File: config.mk
export PLATFORM = sky130hd
export DESIGN_NAME = disp_beep_ctrl
export DESIGN_NICKNAME = d
export VERILOG_FILES = /design/src/rtl/disp_beep_ctrl.sv
export SDC_FILE = /design/constraint.sdc
export NUM_CORES = 1
export LEC_CHECK = 0
export BUFFER_PORTS_ARGS = -buffer_cell sky130_fd_sc_hd__buf_4
export CAP_MARGIN = 20
export CORE_ASPECT_RATIO = 1.75
export CORE_MARGIN = 2
export CORE_UTILIZATION = 43
export CTS_BUF_LIST = sky130_fd_sc_hd__clkbuf_8 sky130_fd_sc_hd__clkbuf_16
export DETAILED_ROUTE_END_ITERATION = 6
export PLACE_DENSITY = 0.7
export SLEW_MARGIN = 10
export SYNTH_ARGS = -nofsm -noshare
export SYNTH_HDL_FRONTEND = slang
export SYNTH_SLANG_ARGS = --single-unit
File: constraint.sdc
create_clock -name clk_1khz -period 3 [get_ports clk_1khz]
set_clock_uncertainty 0.1 [all_clocks]
set_input_delay 0.3 -clock clk_1khz [delete_from_list [all_inputs] [get_ports clk_1khz]]
set_output_delay 0.3 -clock clk_1khz [all_outputs]
set_load 0.005 [all_outputs]
File: src/rtl/disp_beep_ctrl.sv
// disp_beep_ctrl
// Display and beeper controller for the 7-segment bank and the buzzer.
//
// Ports:
//   clk_1khz       1 kHz system clock; all state updates on the rising edge
//   rst            synchronous active-high reset
//   digit_data     NUM_DIGITS packed BCD digits, digit i in bits [4i+3:4i]
//   flicker_mask   bit i set makes digit i blink at the 4 Hz blink rate
//   display_en     0 blanks every digit
//   beep_start     one-cycle request; samples beep_mode and beep_len
//   beep_mode      0 cancel, 1 continuous, 2 slow (2 Hz), 3 fast (4 Hz)
//   beep_len       beep duration in cycles, 0 = until cancelled
//   LED7S_out      decoded gfedcba segments for digit 0 (registered)
//   LED7S_bcd_out  raw BCD codes for digits 1..NUM_DIGITS-1 (registered)
//   beep           buzzer drive (registered)
//   beep_busy      high while a beep sequence is running (registered)

module disp_beep_ctrl #(
  parameter int         NUM_DIGITS = 6,
  parameter int         BLINK_HALF = 125,
  parameter int         SLOW_HALF  = 250,
  parameter int         LEN_W      = 12,
  parameter logic [3:0] BLANK_CODE = 4'hf
) (
  input  logic                          clk_1khz,
  input  logic                          rst,
  input  logic [4*NUM_DIGITS-1:0]       digit_data,
  input  logic [NUM_DIGITS-1:0]         flicker_mask,
  input  logic                          display_en,
  input  logic                          beep_start,
  input  logic [1:0]                    beep_mode,
  input  logic [LEN_W-1:0]              beep_len,
  output logic [6:0]                    LED7S_out,
  output logic [4*(NUM_DIGITS-1)-1:0]   LED7S_bcd_out,
  output logic                          beep,
  output logic                          beep_busy
);

  localparam int BLINK_W = (BLINK_HALF > 1) ? $clog2(BLINK_HALF) : 1;
  localparam int PAT_MAX = (SLOW_HALF > BLINK_HALF) ? SLOW_HALF : BLINK_HALF;
  localparam int PAT_W   = (PAT_MAX > 1) ? $clog2(PAT_MAX) : 1;

  localparam logic [BLINK_W-1:0] BLINK_LAST = BLINK_W'(BLINK_HALF - 1);
  localparam logic [PAT_W-1:0]   SLOW_LAST  = PAT_W'(SLOW_HALF - 1);
  localparam logic [PAT_W-1:0]   FAST_LAST  = PAT_W'(BLINK_HALF - 1);

  typedef enum logic {
    ST_IDLE,
    ST_RUN
  } beepState_t;

  // Free-running blink divider
  logic [BLINK_W-1:0] r_blinkCnt;
  logic               r_blinkPhase;

  // Display next-state
  logic [NUM_DIGITS-1:0]             w_visible;
  logic [6:0]                        w_ledNext;
  logic [4*(NUM_DIGITS-1)-1:0]       w_bcdNext;

  // Beep sequencer state
  beepState_t         r_state;
  logic [1:0]         r_mode;
  logic [LEN_W-1:0]   r_len;
  logic [LEN_W-1:0]   r_durCnt;
  logic [PAT_W-1:0]   r_patCnt;
  logic               r_gate;
  logic               r_tone;

  // Beep sequencer combinational helpers
  logic               w_startRun;
  logic               w_cancel;
  logic [PAT_W-1:0]   w_patLast;
  logic               w_patWrap;
  logic               w_gateNext;
  logic               w_toneNext;
  logic               w_durDone;

  function automatic logic [6:0] decodeBcd(input logic [3:0] code);
    logic [6:0] seg;
    case (code)
      4'd0:    seg = 7'b0111111;
      4'd1:    seg = 7'b0000110;
      4'd2:    seg = 7'b1011011;
      4'd3:    seg = 7'b1001111;
      4'd4:    seg = 7'b1100110;
      4'd5:    seg = 7'b1101101;
      4'd6:    seg = 7'b1111100;
      4'd7:    seg = 7'b0000111;
      4'd8:    seg = 7'b1111111;
      4'd9:    seg = 7'b1100111;
      default: seg = 7'b0000000;
    endcase
    return seg;
  endfunction

  // The blink divider runs continuously so the flicker rate never depends
  // on what the beeper is doing; the phase flips each time the count wraps.
  always_ff @(posedge clk_1khz) begin
    if (rst) begin
      r_blinkCnt   <= '0;
      r_blinkPhase <= 1'b1;
    end else if (r_blinkCnt == BLINK_LAST) begin
      r_blinkCnt   <= '0;
      r_blinkPhase <= ~r_blinkPhase;
    end else begin
      r_blinkCnt   <= r_blinkCnt + BLINK_W'(1);
    end
  end

  // Work out which digits are lit this cycle and what each output digit
  // should show. Only digit 0 is decoded; the rest leave the chip as BCD.
  always_comb begin
    w_visible = '0;
    w_bcdNext = '0;
    for (int i = 0; i < NUM_DIGITS; i++) begin
      w_visible[i] = display_en & (~flicker_mask[i] | r_blinkPhase);
    end
    w_ledNext = w_visible[0] ? decodeBcd(digit_data[3:0]) : 7'b0000000;
    for (int i = 1; i < NUM_DIGITS; i++) begin
      w_bcdNext[4*(i-1) +: 4] = w_visible[i] ? digit_data[4*i +: 4] : BLANK_CODE;
    end
  end

  // Register the display outputs so the pins see a clean one-cycle-late copy.
  always_ff @(posedge clk_1khz) begin
    if (rst) begin
      LED7S_out     <= 7'b0000000;
      LED7S_bcd_out <= {(NUM_DIGITS-1){BLANK_CODE}};
    end else begin
      LED7S_out     <= w_ledNext;
      LED7S_bcd_out <= w_bcdNext;
    end
  end

  // Decode the request and precompute the gate/tone values for a RUN cycle
  // with no new request, so the registered beep can use next-cycle values.
  always_comb begin
    w_startRun = beep_start && (beep_mode != 2'd0);
    w_cancel   = beep_start && (beep_mode == 2'd0);
    w_patLast  = (r_mode == 2'd2) ? SLOW_LAST : FAST_LAST;
    w_patWrap  = (r_patCnt == w_patLast);
    w_toneNext = ~r_tone;
    if (r_mode == 2'd1) begin
      w_gateNext = 1'b1;
    end else begin
      w_gateNext = w_patWrap ? ~r_gate : r_gate;
    end
    w_durDone  = (r_len != '0) && (r_durCnt == LEN_W'(1));
  end

  // Beep sequencer. A start request (any non-zero mode) loads everything,
  // whether idle or already running, so a retrigger restarts the pattern
  // phase and the tone at the high half. beep is produced from the values
  // being loaded so the first high appears one cycle after the request.
  always_ff @(posedge clk_1khz) begin
    if (rst) begin
      r_state   <= ST_IDLE;
      r_mode    <= 2'd0;
      r_len     <= '0;
      r_durCnt  <= '0;
      r_patCnt  <= '0;
      r_gate    <= 1'b0;
      r_tone    <= 1'b0;
      beep      <= 1'b0;
      beep_busy <= 1'b0;
    end else if (w_startRun) begin
      r_state   <= ST_RUN;
      r_mode    <= beep_mode;
      r_len     <= beep_len;
      r_durCnt  <= beep_len;
      r_patCnt  <= '0;
      r_gate    <= 1'b1;
      r_tone    <= 1'b1;
      beep      <= 1'b1;
      beep_busy <= 1'b1;
    end else begin
      case (r_state)
        ST_IDLE: begin
          beep      <= 1'b0;
          beep_busy <= 1'b0;
        end
        ST_RUN: begin
          if (w_cancel || w_durDone) begin
            r_state   <= ST_IDLE;
            r_tone    <= 1'b0;
            beep      <= 1'b0;
            beep_busy <= 1'b0;
          end else begin
            if (r_len != '0) begin
              r_durCnt <= r_durCnt - LEN_W'(1);
            end
            if ((r_mode == 2'd1) || w_patWrap) begin
              r_patCnt <= '0;
            end else begin
              r_patCnt <= r_patCnt + PAT_W'(1);
            end
            r_gate    <= w_gateNext;
            r_tone    <= w_toneNext;
            beep      <= w_gateNext & w_toneNext;
            beep_busy <= 1'b1;
          end
        end
        default: begin
          r_state   <= ST_IDLE;
          beep      <= 1'b0;
          beep_busy <= 1'b0;
        end
      endcase
    end
  end

endmodule

==> impl_metrics.csv, run 1 <==
group,metric,value,unit
run_status,status,"complete, no violations",
final_layout,final_area,4050,um^2
detailed_routing,wl,7.37,mm
detailed_routing,drt-initial-drc-count,185,
clock_tree,tritoncts,"built",
detailed_routing,viasPerCell,5.39,
floorplan,coreArea,7130,um^2
job,max_cap_viol_count,0,
clock_tree,cts_setup_buffers,0,
yosys,synth_fp_nets,399,
clock_tree,cts_hold_repair.buffers,0,
timing,finalMaxSlewViolations,0,
yosys,synth_edf_count,0,
worst_setup_path,path_class,"reg -> reg",
yosys,synth_cell_types,50,
yosys,synth_top_area_cell,"dfxtp_1",
final_layout,drive_gt1_share,26.5,%
timing,grt_setup_unrepaired,"no",
clock_tree,clkTransAtPathRegs,60,ps
yosys,syn_area_per_cell,9.11,um^2
yosys,synthAdderAreaFrac,4.03,%
power_and_ir_drop,leakagePower,0.00166,uW
worst_setup_path,crit_path_end_kind,"register",
timing,finalCritPeriodShare,71.4,%
clock_tree,clkSinkCount,73,
yosys,synthArstFlopShare,0,%
detailed_routing,wire_per_inst,14.5,um
yosys,muxShareOfSynthArea,0.685,%
yosys,synthSimpleGateAreaFrac,26.8,%
clock_tree,cts_max_level,3,
floorplan,die_x,68.2,um
global_route,grt.overflow.total,0,
worst_setup_path,cp_max_fo,5,
global_route,grt_pass1_vias,2620,
yosys,yosysWarnings,0,
yosys,synth_compound_gate_area_share,14.6,%
worst_setup_path,critPathLaunchType,"register",
yosys,synth_top_area_share,47.1,%
yosys,ys_seq_elements,73,
final_layout,diodes,0,
yosys,synth_top_family_by_area,"simple AND/OR/NAND/NOR gates",
final_layout,nets,475,
worst_setup_path,critical_path_arrival,2250,ps
placed_design,dp.cells,492,
worst_setup_path,required,3110,ps
timing,setup_viol,0,
clock_tree,root_buffer,"clkbuf_16",
global_route,grt_max_degree,37,
worst_setup_path,cpLargestDelayFamily,"simple AND/OR/NAND/NOR gates",
timing,tightest_slew,784,ps
worst_setup_path,crit_chain,"inv_1 -> ha_1 -> or3b_2 -> nor3_1 -> nand4_1 -> o311ai_1 -> a31oi_1",
final_layout,final_cells,508,
placed_design,placed_cell_area,3740,um^2
floorplan,ios,77,
detailed_routing,dr.pass1.iters,4,
detailed_routing,vias,2737,
yosys,synth_area,3110,um^2
final_layout,final_cell_mix,"77 x buf_4, 73 x dfxtp_1, 34 x nand2_1, 33 x nor2_1, 33 x a21oi_1",
floorplan,die_h,116,um
global_route,grt_pass1_wl,11.7,mm
floorplan,start_util,43.6,%
detailed_routing,antenna_left,0,
global_route,antenna_found_initial,0,
timing,min_period,2140,ps
floorplan,row_count,41,
placed_design,gp_congestion,0.851,
timing,finalSetupTns,0,ps
yosys,ys.flop_type,"dfxtp_1",
worst_setup_path,cp_num_buf_inv,1,
yosys,synth_area_leaders,"dfxtp_1 47%, a21oi_1 5.3%, nand2b_1 4.8%",
yosys,syn_inst,341,
floorplan,dieArea,7940,um^2
worst_setup_path,max_stage_delay,490,ps
clock_tree,insertion_delay,340,ps
placed_design,port_buffers,76,
power_and_ir_drop,pwr_density_cell,598,nW/um^2
clock_tree,clock_path_buffers,2,
timing,relSlewSlack,47.7,%
clock_tree,cts.repair.resized,0,
final_layout,syn2layout_area_growth,30.4,%
final_layout,final_common_cell,"buf_4",
timing,fmaxAchievable,0.467,GHz
global_route,track_usage,19.9,%
power_and_ir_drop,ir_worst_vdd,0.459,mV
worst_setup_path,cp_slowest_cell,"or3b_2",
hold_path,min_path_type,"in -> reg",
timing,hold_viol,0,
clock_tree,cts_made_buffers,9,
yosys,synth_xor_xnor_area_share,3.95,%
placed_design,post-dp-hpwl,5.52,mm
detailed_routing,drc_errors,0,
yosys,yosysSeqAreaShare,47.1,%
routing by layer:
metal | track usage [%] | part of all wire [%]
met5 | 0 | 0
met2 | 35.3 | 55
met4 | 9.60 | 2.0
met1 | 21.1 | 38
met3 | 5.30 | 4.5
worst reg2reg max path, delay by kind of cell, from the launching register on:
family	cells	cell delay [ps]
AND/OR/NAND/NOR	3	880
adder cells (fa/ha/maj)	1	200
flip-flops	1	350
AO/OA/AOI/OAI	2	380
buffers and inverters	1	100
path summary, 6_finish.rpt:
check / to / cells after the start / slack, ps / from
setup / recovery: r_durCnt[10]$_SDFFE_PP0P_ / 7 / 860 / r_durCnt[0]$_SDFFE_PP0P_
hold / removal: LED7S_bcd_out[18]$_SDFF_PP1_ / 2 / 40 / digit_data[22]
setup reg to reg: r_durCnt[10]$_SDFFE_PP0P_ / 7 / 860 / r_durCnt[0]$_SDFFE_PP0P_
hold reg to reg: r_len[1]$_SDFFE_PP0P_ / 2 / 370 / r_len[1]$_SDFFE_PP0P_
registers in the layout (all words and copies together), names as in the netlist:
name / cells
LED7S_out: 7
beep_busy: 1
beep: 1
r_patCnt: 8
r_len: 12
r_durCnt: 12
r_tone: 1
r_blinkCnt: 7
r_gate: 1
r_blinkPhase: 1
LED7S_bcd_out: 20
r_mode: 2
logic make-up (layout without fill, tap and decap cells):
family,count (synthesis),after routing
AO/OA/AOI/OAI,71,71
XOR/XNOR,14,14
adder cells (fa/ha/maj),10,10
buffers and inverters,22,103
multiplexers,2,2
flip-flops,73,73
AND/OR/NAND/NOR,149,149
where the power goes:
part	leakage (uW)	switching, uW	internal [uW]
logic	0.000903	141	133
registers	0.000600	36.9	1020
clock network	0.000155	405	685
total	0.00166	584	1840
metrics by stage:
stage / hold slack (ps) / util, % / power (uW) / setup slack [ps]
after floorplan: 299 / - / 1230 / 1050
after global placement: 356 / 52.5 / 1340 / 954
after detailed placement: 361 / 52.5 / 1350 / 863
after CTS: 34.6 / 56.8 / 2440 / 862
after global routing: 38.0 / 56.8 / 2510 / 708
final: 37.9 / 56.8 / 2420 / 858
synthesized netlist by cell type, types with 2 or more instances:
library cell   n
o31ai_1        3
clkbuf_1      11
ha_1          10
or4_1          7
nand3_1       13
inv_1         10
o21ai_0        3
nor4_2         4
nand2_1       34
dfxtp_1       73
and3_1         4
and4_1         2
o21a_1         2
a31oi_1        6
nand4_1        3
a211oi_1       7
o311ai_0       3
nor2_1        33
xor2_1         9
xnor2_1        5
or3_1          3
a21oi_1       33
nor2b_1        3
or3b_2         3
nor4_1         3
a311oi_1       4
nor3_1         3
nand2b_1      24
nand4b_1       2
final cells by class:
| type | instances | area (um^2) |
|---|---|---|
| clock buffers | 11 | 253 |
| multi-input cells | 246 | 1560 |
| fillers | 648 | 3080 |
| clock inverters | 5 | 53.8 |
| repair buffers | 77 | 578 |
| inverters | 10 | 37.5 |
| well taps | 86 | 108 |
| flip-flops and latches | 73 | 1460 |
Power figures use the tool's default switching activity.
==> run 2: changes to the inputs <==
PLACE_DENSITY = 0.72   (was 0.7)
clock period = 1.8 ns   (was 3 ns; I/O delays follow)
==> run 2 against run 1 <==
Net effect: sequential share of layout area is 6.1 points lower; register-to-register slack worse by 1000 ps; final cell count increased by 14%; worst hold slack worse by 26 ps; the flow now finishes with violations (setup timing); core utilization is 12 points higher; die area is the same.
==> impl_metrics.csv, run 2 (synthesis results as in run 1) <==
group,metric,value,unit
clock_tree,cts_made_buffers,9,
placed_design,dp.cells,522,
global_route,grt_max_degree,33,
floorplan,dieArea,7940,um^2
final_layout,largest_reg_flops,20,
power_and_ir_drop,p_comb_share,18.1,%
run_status,failed_checks,"setup timing",
job,max_cap_viol_count,0,
placed_design,port_buffers,76,
detailed_routing,antenna_left,0,
placed_design,post-dp-hpwl,5.75,mm
worst_setup_path,cpLargestDelayFamily,"simple AND/OR/NAND/NOR gates",
floorplan,ios,77,
worst_setup_path,crit_chain,"inv_2 -> ha_4 -> or3b_4 -> nor3_4 -> nand4_1 -> o311ai_1 -> a31oi_1",
floorplan,die_h,116,um
detailed_routing,wire_per_inst,15.6,um
hold_path,min_path_type,"in -> reg",
global_route,track_usage,22.9,%
timing,finalMaxSlewViolations,0,
worst_setup_path,cp_num_cells,7,
final_layout,diodes,0,
worst_setup_path,path_class,"reg -> reg",
worst_setup_path,critical_path_arrival,2070,ps
timing,min_period,1960,ps
final_layout,seq_area,1480,um^2
final_layout,drive_gt1_share,39.2,%
global_route,antenna_found_initial,0,
detailed_routing,drc_errors,0,
worst_setup_path,worstReg2RegStart,"r_durCnt[0]$_SDFFE_PP0P_",
final_layout,final_cell_mix,"114 x buf_4, 65 x dfxtp_1, 33 x nand2_1, 32 x nor2_1, 29 x a21oi_1",
clock_tree,root_buffer,"clkbuf_16",
power_and_ir_drop,clock_power_share,41.3,%
final_layout,fillers,522,
clock_tree,insertion_delay,340,ps
final_layout,final_cells,578,
global_route,grt.overflow.total,0,
timing,tightest_slew,635,ps
final_layout,final_common_cell,"buf_4",
detailed_routing,dr.pass1.iters,4,
detailed_routing,viasPerCell,5.36,
worst_setup_path,crit_path_end_kind,"register",
run_status,status,"finished, violations left",
final_layout,multi_input_area,1800,um^2
timing,setup_viol,15,
power_and_ir_drop,ir_worst_vdd,0.701,mV
clock_tree,clkSinkCount,73,
worst_setup_path,cp_num_buf_inv,1,
power_and_ir_drop,seq_power_share,40.6,%
final_layout,final_area,4920,um^2
placed_design,placed_cell_area,4010,um^2
timing,relSlewSlack,57.7,%
clock_tree,clkTransAtPathRegs,60,ps
final_layout,top_regs,"LED7S_bcd_out (20), r_durCnt (12), r_len (12)",
floorplan,coreArea,7130,um^2
final_layout,regMostFlops,"LED7S_bcd_out",
timing,finalCritPeriodShare,109,%
final_layout,nets,545,
power_and_ir_drop,swShare,26.4,%
clock_tree,clock_path_buffers,2,
power_and_ir_drop,power_switching,1140,uW
floorplan,start_util,43.6,%
worst_setup_path,regToRegEndpoint,"r_durCnt[10]$_SDFFE_PP0P_",
worst_setup_path,required,1910,ps
placed_design,gp_congestion,0.779,
timing,whs,12.0,ps
global_route,grt_pass1_vias,2963,
worst_setup_path,cp_slowest_cell,"or3b_4",
detailed_routing,drt-initial-drc-count,153,
detailed_routing,vias,3098,
timing,fmaxAchievable,0.511,GHz
global_route,grt_pass1_wl,13.5,mm
worst_setup_path,critPathLaunchType,"register",
worst_setup_path,reg2regPathDepth,7,
clock_tree,tritoncts,"built",
final_layout,syn2layout_area_growth,58.5,%
power_and_ir_drop,pwr_density_cell,882,nW/um^2
floorplan,die_x,68.2,um
floorplan,row_count,41,
worst_setup_path,crit_end,"r_durCnt[10]$_SDFFE_PP0P_",
timing,grt_setup_unrepaired,"yes",
timing,worst_slack,-157,ps
worst_setup_path,max_stage_delay,410,ps
clock_tree,cts_max_level,3,
worst_setup_path,cp_max_fo,3,
detailed_routing,wl,9.00,mm
worst_setup_path,critPathLaunch,"r_durCnt[0]$_SDFFE_PP0P_",
worst_setup_path,r2r_setup_slack,-160,ps
power_and_ir_drop,p_int,3200,uW
power_and_ir_drop,leakagePower,0.00204,uW
final_layout,utilization,69.0,%
timing,hold_viol,0,
-- run 2: changes by cell type in the layout (fill, tap and decap cells not counted), moves of 4 or more --
cell	previous run	this run
a21oi_1	33	29
buf_6	0	9
nor4_4	1	5
dfxtp_1	73	65
dfxtp_2	0	6
buf_4	77	114
dlygate4sd3_1	0	23
-- run 2: power by group through the flow --
stage	clock (uW)	combinational, uW	sequential (uW)
floorplan	0	277	1790
global placement	0	559	1780
detailed placement	0	570	1780
CTS	1830	697	1750
global route	1890	846	1770
finish	1790	786	1760
-- run 2: per-layer routing --
layer	wire length [um]	GRT usage [%]	share of wire, %	vias to the layer above
li1	-	-	-	1504
met1	3400	24.8	38	1476
met2	4910	39.8	55	96
met3	413	5.20	4.6	22
met4	276	12.7	3.1	0
met5	0	0	0	-
-- run 2: final cells by class --
type,instances,area share [%]
multi-input combinational,246,36.5
sequential,73,30.0
timing repair buffer,147,24.5
clock buffer,9,4.57
tap,86,2.19
clock inverter,7,1.42
inverter,10,0.813
-- run 2: worst min path at each step --
stage,from,to,slack [ps],cells past startpoint
finish,beep_len[0],r_len[0]$_SDFFE_PP0P_,10,3
floorplan,digit_data[2],LED7S_out[0]$_SDFF_PP0_,180,1
detailed placement,digit_data[7],LED7S_bcd_out[3]$_SDFF_PP1_,270,2
CTS,beep_len[8],r_len[8]$_SDFFE_PP0P_,3,3
global route,beep_len[7],r_len[7]$_SDFFE_PP0P_,10,3
global placement,digit_data[12],LED7S_bcd_out[8]$_SDFF_PP1_,260,2
-- run 2: repair_timing --
action,in CTS,in global routing
hold buffers,23,0
buffers inserted,11,7
pin swaps,13,28
gates resized for setup,26,34
setup endpoints to repair,20,23
endpoints found under the hold margin,23,0
cloned,0,0
-- run 2: worst reg2reg max path, stage by stage, from the launching register on --
cell and delay [ps]:
dfxtp_2 350, inv_2 80, ha_4 130, or3b_4 410, nor3_4 170, nand4_1 180
o311ai_1 290, a31oi_1 110
-- run 2: metrics by stage --
step | total power (uW) | setup slack [ps] | setup TNS, ps
floorplan | 2060 | -3.06 | -3.06
global placement | 2340 | -116 | -1100
detailed placement | 2350 | -165 | -1900
CTS | 4280 | -135 | -607
global route | 4510 | -194 | -2350
finish | 4340 | -157 | -1130
==> run 3: changes to the inputs <==
SETUP_SLACK_MARGIN = 0.3   (was default)
==> run 3 against run 2 <==
Net effect: the run still ends with setup timing left; flip-flop and latch count did not move; design area rose by 2.9%; highest routed layer unchanged; final cell count did not move; clock power rose by 6%; core utilization rose by 2.0 points; worst hold slack improved by 7.0 ps; critical path depth did not move; non-clock buffer count did not move; total power rose by 2.9%; via count rose by 0.39%; clock-buffer cell count rose by 1; critical endpoint is now r_durCnt[7]$_SDFFE_PP0P_; die area did not move.
==> impl_metrics.csv, run 3 (synthesis results as in run 1) <==
group,metric,value,unit
run_status,status,"finished, violations left",
run_status,failed_checks,"setup timing",
detailed_routing,antenna_left,0,
hold_path,min_path_type,"in -> reg",
global_route,grt_max_degree,27,
detailed_routing,wl,9.28,mm
global_route,track_usage,24.0,%
placed_design,dp.cells,524,
power_and_ir_drop,pwr_density_cell,882,nW/um^2
floorplan,ios,77,
clock_tree,insertion_delay,340,ps
final_layout,top_regs,"LED7S_bcd_out (20), r_durCnt (12), r_len (12)",
job,max_cap_viol_count,0,
power_and_ir_drop,power_switching,1170,uW
power_and_ir_drop,fin_total_pwr,4470,uW
worst_setup_path,cp_slowest_cell,"or4_1",
global_route,grt.overflow.total,0,
worst_setup_path,crit_chain,"inv_4 -> ha_4 -> nand4_4 -> buf_6 -> nand3_4 -> or4_1 -> a311oi_1",
worst_setup_path,crit_path_end_kind,"register",
clock_tree,root_buffer,"clkbuf_16",
worst_setup_path,r2r_setup_slack,-100,ps
power_and_ir_drop,ir_worst_vdd,0.849,mV
worst_setup_path,critPathLaunchType,"register",
clock_tree,clkSinkCount,73,
final_layout,final_cells,578,
final_layout,nets,545,
timing,hold_viol,0,
floorplan,row_count,41,
timing,setup_viol,19,
floorplan,coreArea,7130,um^2
worst_setup_path,cpLargestDelayFamily,"simple AND/OR/NAND/NOR gates",
detailed_routing,viasPerCell,5.38,
placed_design,post-dp-hpwl,6.07,mm
detailed_routing,wire_per_inst,16.1,um
worst_setup_path,critPathLaunch,"r_durCnt[1]$_SDFFE_PP0P_",
timing,fmaxAchievable,0.525,GHz
worst_setup_path,cp_max_fo,6,
placed_design,pre_cts_ws,-118,ps
clock_tree,clkTransAtPathRegs,60,ps
placed_design,port_buffers,76,
power_and_ir_drop,p_comb_share,17.8,%
detailed_routing,drc_errors,0,
hold_path,hold_depth,3,
worst_setup_path,worstReg2RegStart,"r_durCnt[1]$_SDFFE_PP0P_",
worst_setup_path,regToRegEndpoint,"r_durCnt[7]$_SDFFE_PP0P_",
timing,worst_slack,-104,ps
timing,finalCritPeriodShare,106,%
detailed_routing,dr.pass1.iters,4,
power_and_ir_drop,clock_power_share,42.5,%
final_layout,drive_gt1_share,45.3,%
final_layout,regMostFlops,"LED7S_bcd_out",
detailed_routing,drt-initial-drc-count,197,
worst_setup_path,required,1940,ps
worst_setup_path,reg2regPathDepth,7,
floorplan,dieArea,7940,um^2
worst_setup_path,max_stage_delay,500,ps
timing,tightest_slew,455,ps
worst_setup_path,cp_num_buf_inv,2,
timing,finalMaxSlewViolations,0,
clock_tree,tritoncts,"built",
worst_setup_path,crit_end,"r_durCnt[7]$_SDFFE_PP0P_",
final_layout,final_cell_mix,"115 x buf_4, 50 x dfxtp_1, 33 x nand2_1, 30 x nor2_1, 27 x a21oi_1",
final_layout,largest_reg_flops,20,
final_layout,diodes,0,
detailed_routing,vias,3110,
placed_design,gp_congestion,0.811,
timing,grt_setup_unrepaired,"yes",
timing,min_period,1900,ps
power_and_ir_drop,leakagePower,0.00206,uW
power_and_ir_drop,p_int,3300,uW
global_route,grt_pass1_vias,3149,
final_layout,utilization,71.0,%
worst_setup_path,path_class,"reg -> reg",
clock_tree,cts_max_level,3,
floorplan,die_h,116,um
final_layout,syn2layout_area_growth,63.1,%
power_and_ir_drop,seq_power_share,39.6,%
clock_tree,cts_made_buffers,9,
global_route,antenna_found_initial,0,
final_layout,final_common_cell,"buf_4",
global_route,grt_pass1_wl,14.1,mm
worst_setup_path,cp_num_cells,7,
floorplan,die_x,68.2,um
timing,relSlewSlack,69.6,%
floorplan,start_util,43.6,%
power_and_ir_drop,swShare,26.1,%
clock_tree,clock_path_buffers,2,
worst_setup_path,critical_path_arrival,2040,ps
[run 3: worst min-delay path by stage]
stage / from / end / slack (ps)
after floorplan: digit_data[2] / LED7S_out[0]$_SDFF_PP0_ / 180
after global placement: digit_data[5] / LED7S_bcd_out[1]$_SDFF_PP1_ / 260
after detailed placement: digit_data[13] / LED7S_bcd_out[9]$_SDFF_PP1_ / 270
after CTS: beep_len[3] / r_len[3]$_SDFFE_PP0P_ / 7
after global routing: beep_mode[1] / r_mode[1]$_SDFFE_PP0P_ / 30
final: beep_len[7] / r_len[7]$_SDFFE_PP0P_ / 20
[run 3: metrics by stage]
stage	setup TNS, ps	hold WS [ps]	area (um^2)
after floorplan	-3.06	179	3170
after global placement	-421	263	4060
after detailed placement	-919	265	4060
after CTS	-119	7.21	4920
after global routing	-2270	27.3	5070
final	-1020	18.9	5070
[run 3: power by group through the flow]
| stage | clock network [uW] | registers [uW] | logic (uW) |
|---|---|---|---|
| after floorplan | 0 | 1790 | 287 |
| after global placement | 0 | 1780 | 571 |
| after detailed placement | 0 | 1790 | 585 |
| after CTS | 1940 | 1770 | 729 |
| after global routing | 2000 | 1780 | 854 |
| final | 1900 | 1770 | 796 |
[run 3: timing repair]
item / CTS / global route
gates resized for setup: 58 / 23
endpoints found under the setup margin: 24 / 30
buffers inserted: 9 / 6
pin swaps: 31 / 15
hold buffers: 23 / 0
endpoints found under the hold margin: 23 / 0
[run 3: layout make-up]
class	instances	area, um^2
Multi-Input combinational cell	246	1900
Clock buffer	10	250
Sequential cell	73	1500
Timing Repair Buffer	147	1200
Inverter	10	42.5
Fill cell	491	2060
Clock inverter	6	71.3
Tap cell	86	108
[run 3: routing by layer]
layer	share of wire, %	vias up	GRT usage, %
li1	-	1512	-
met1	35	1464	22.6
met2	55	102	44.3
met3	5.1	32	6.55
met4	4.5	0	14.3
met5	0	-	0
[run 3: worst register-to-register path, cell delays in order (launching register included)]
cell and delay, ps:
dfxtp_2 350, inv_4 60, ha_4 160, nand4_4 120
buf_6 130, nand3_4 110, or4_1 500, a311oi_1 270
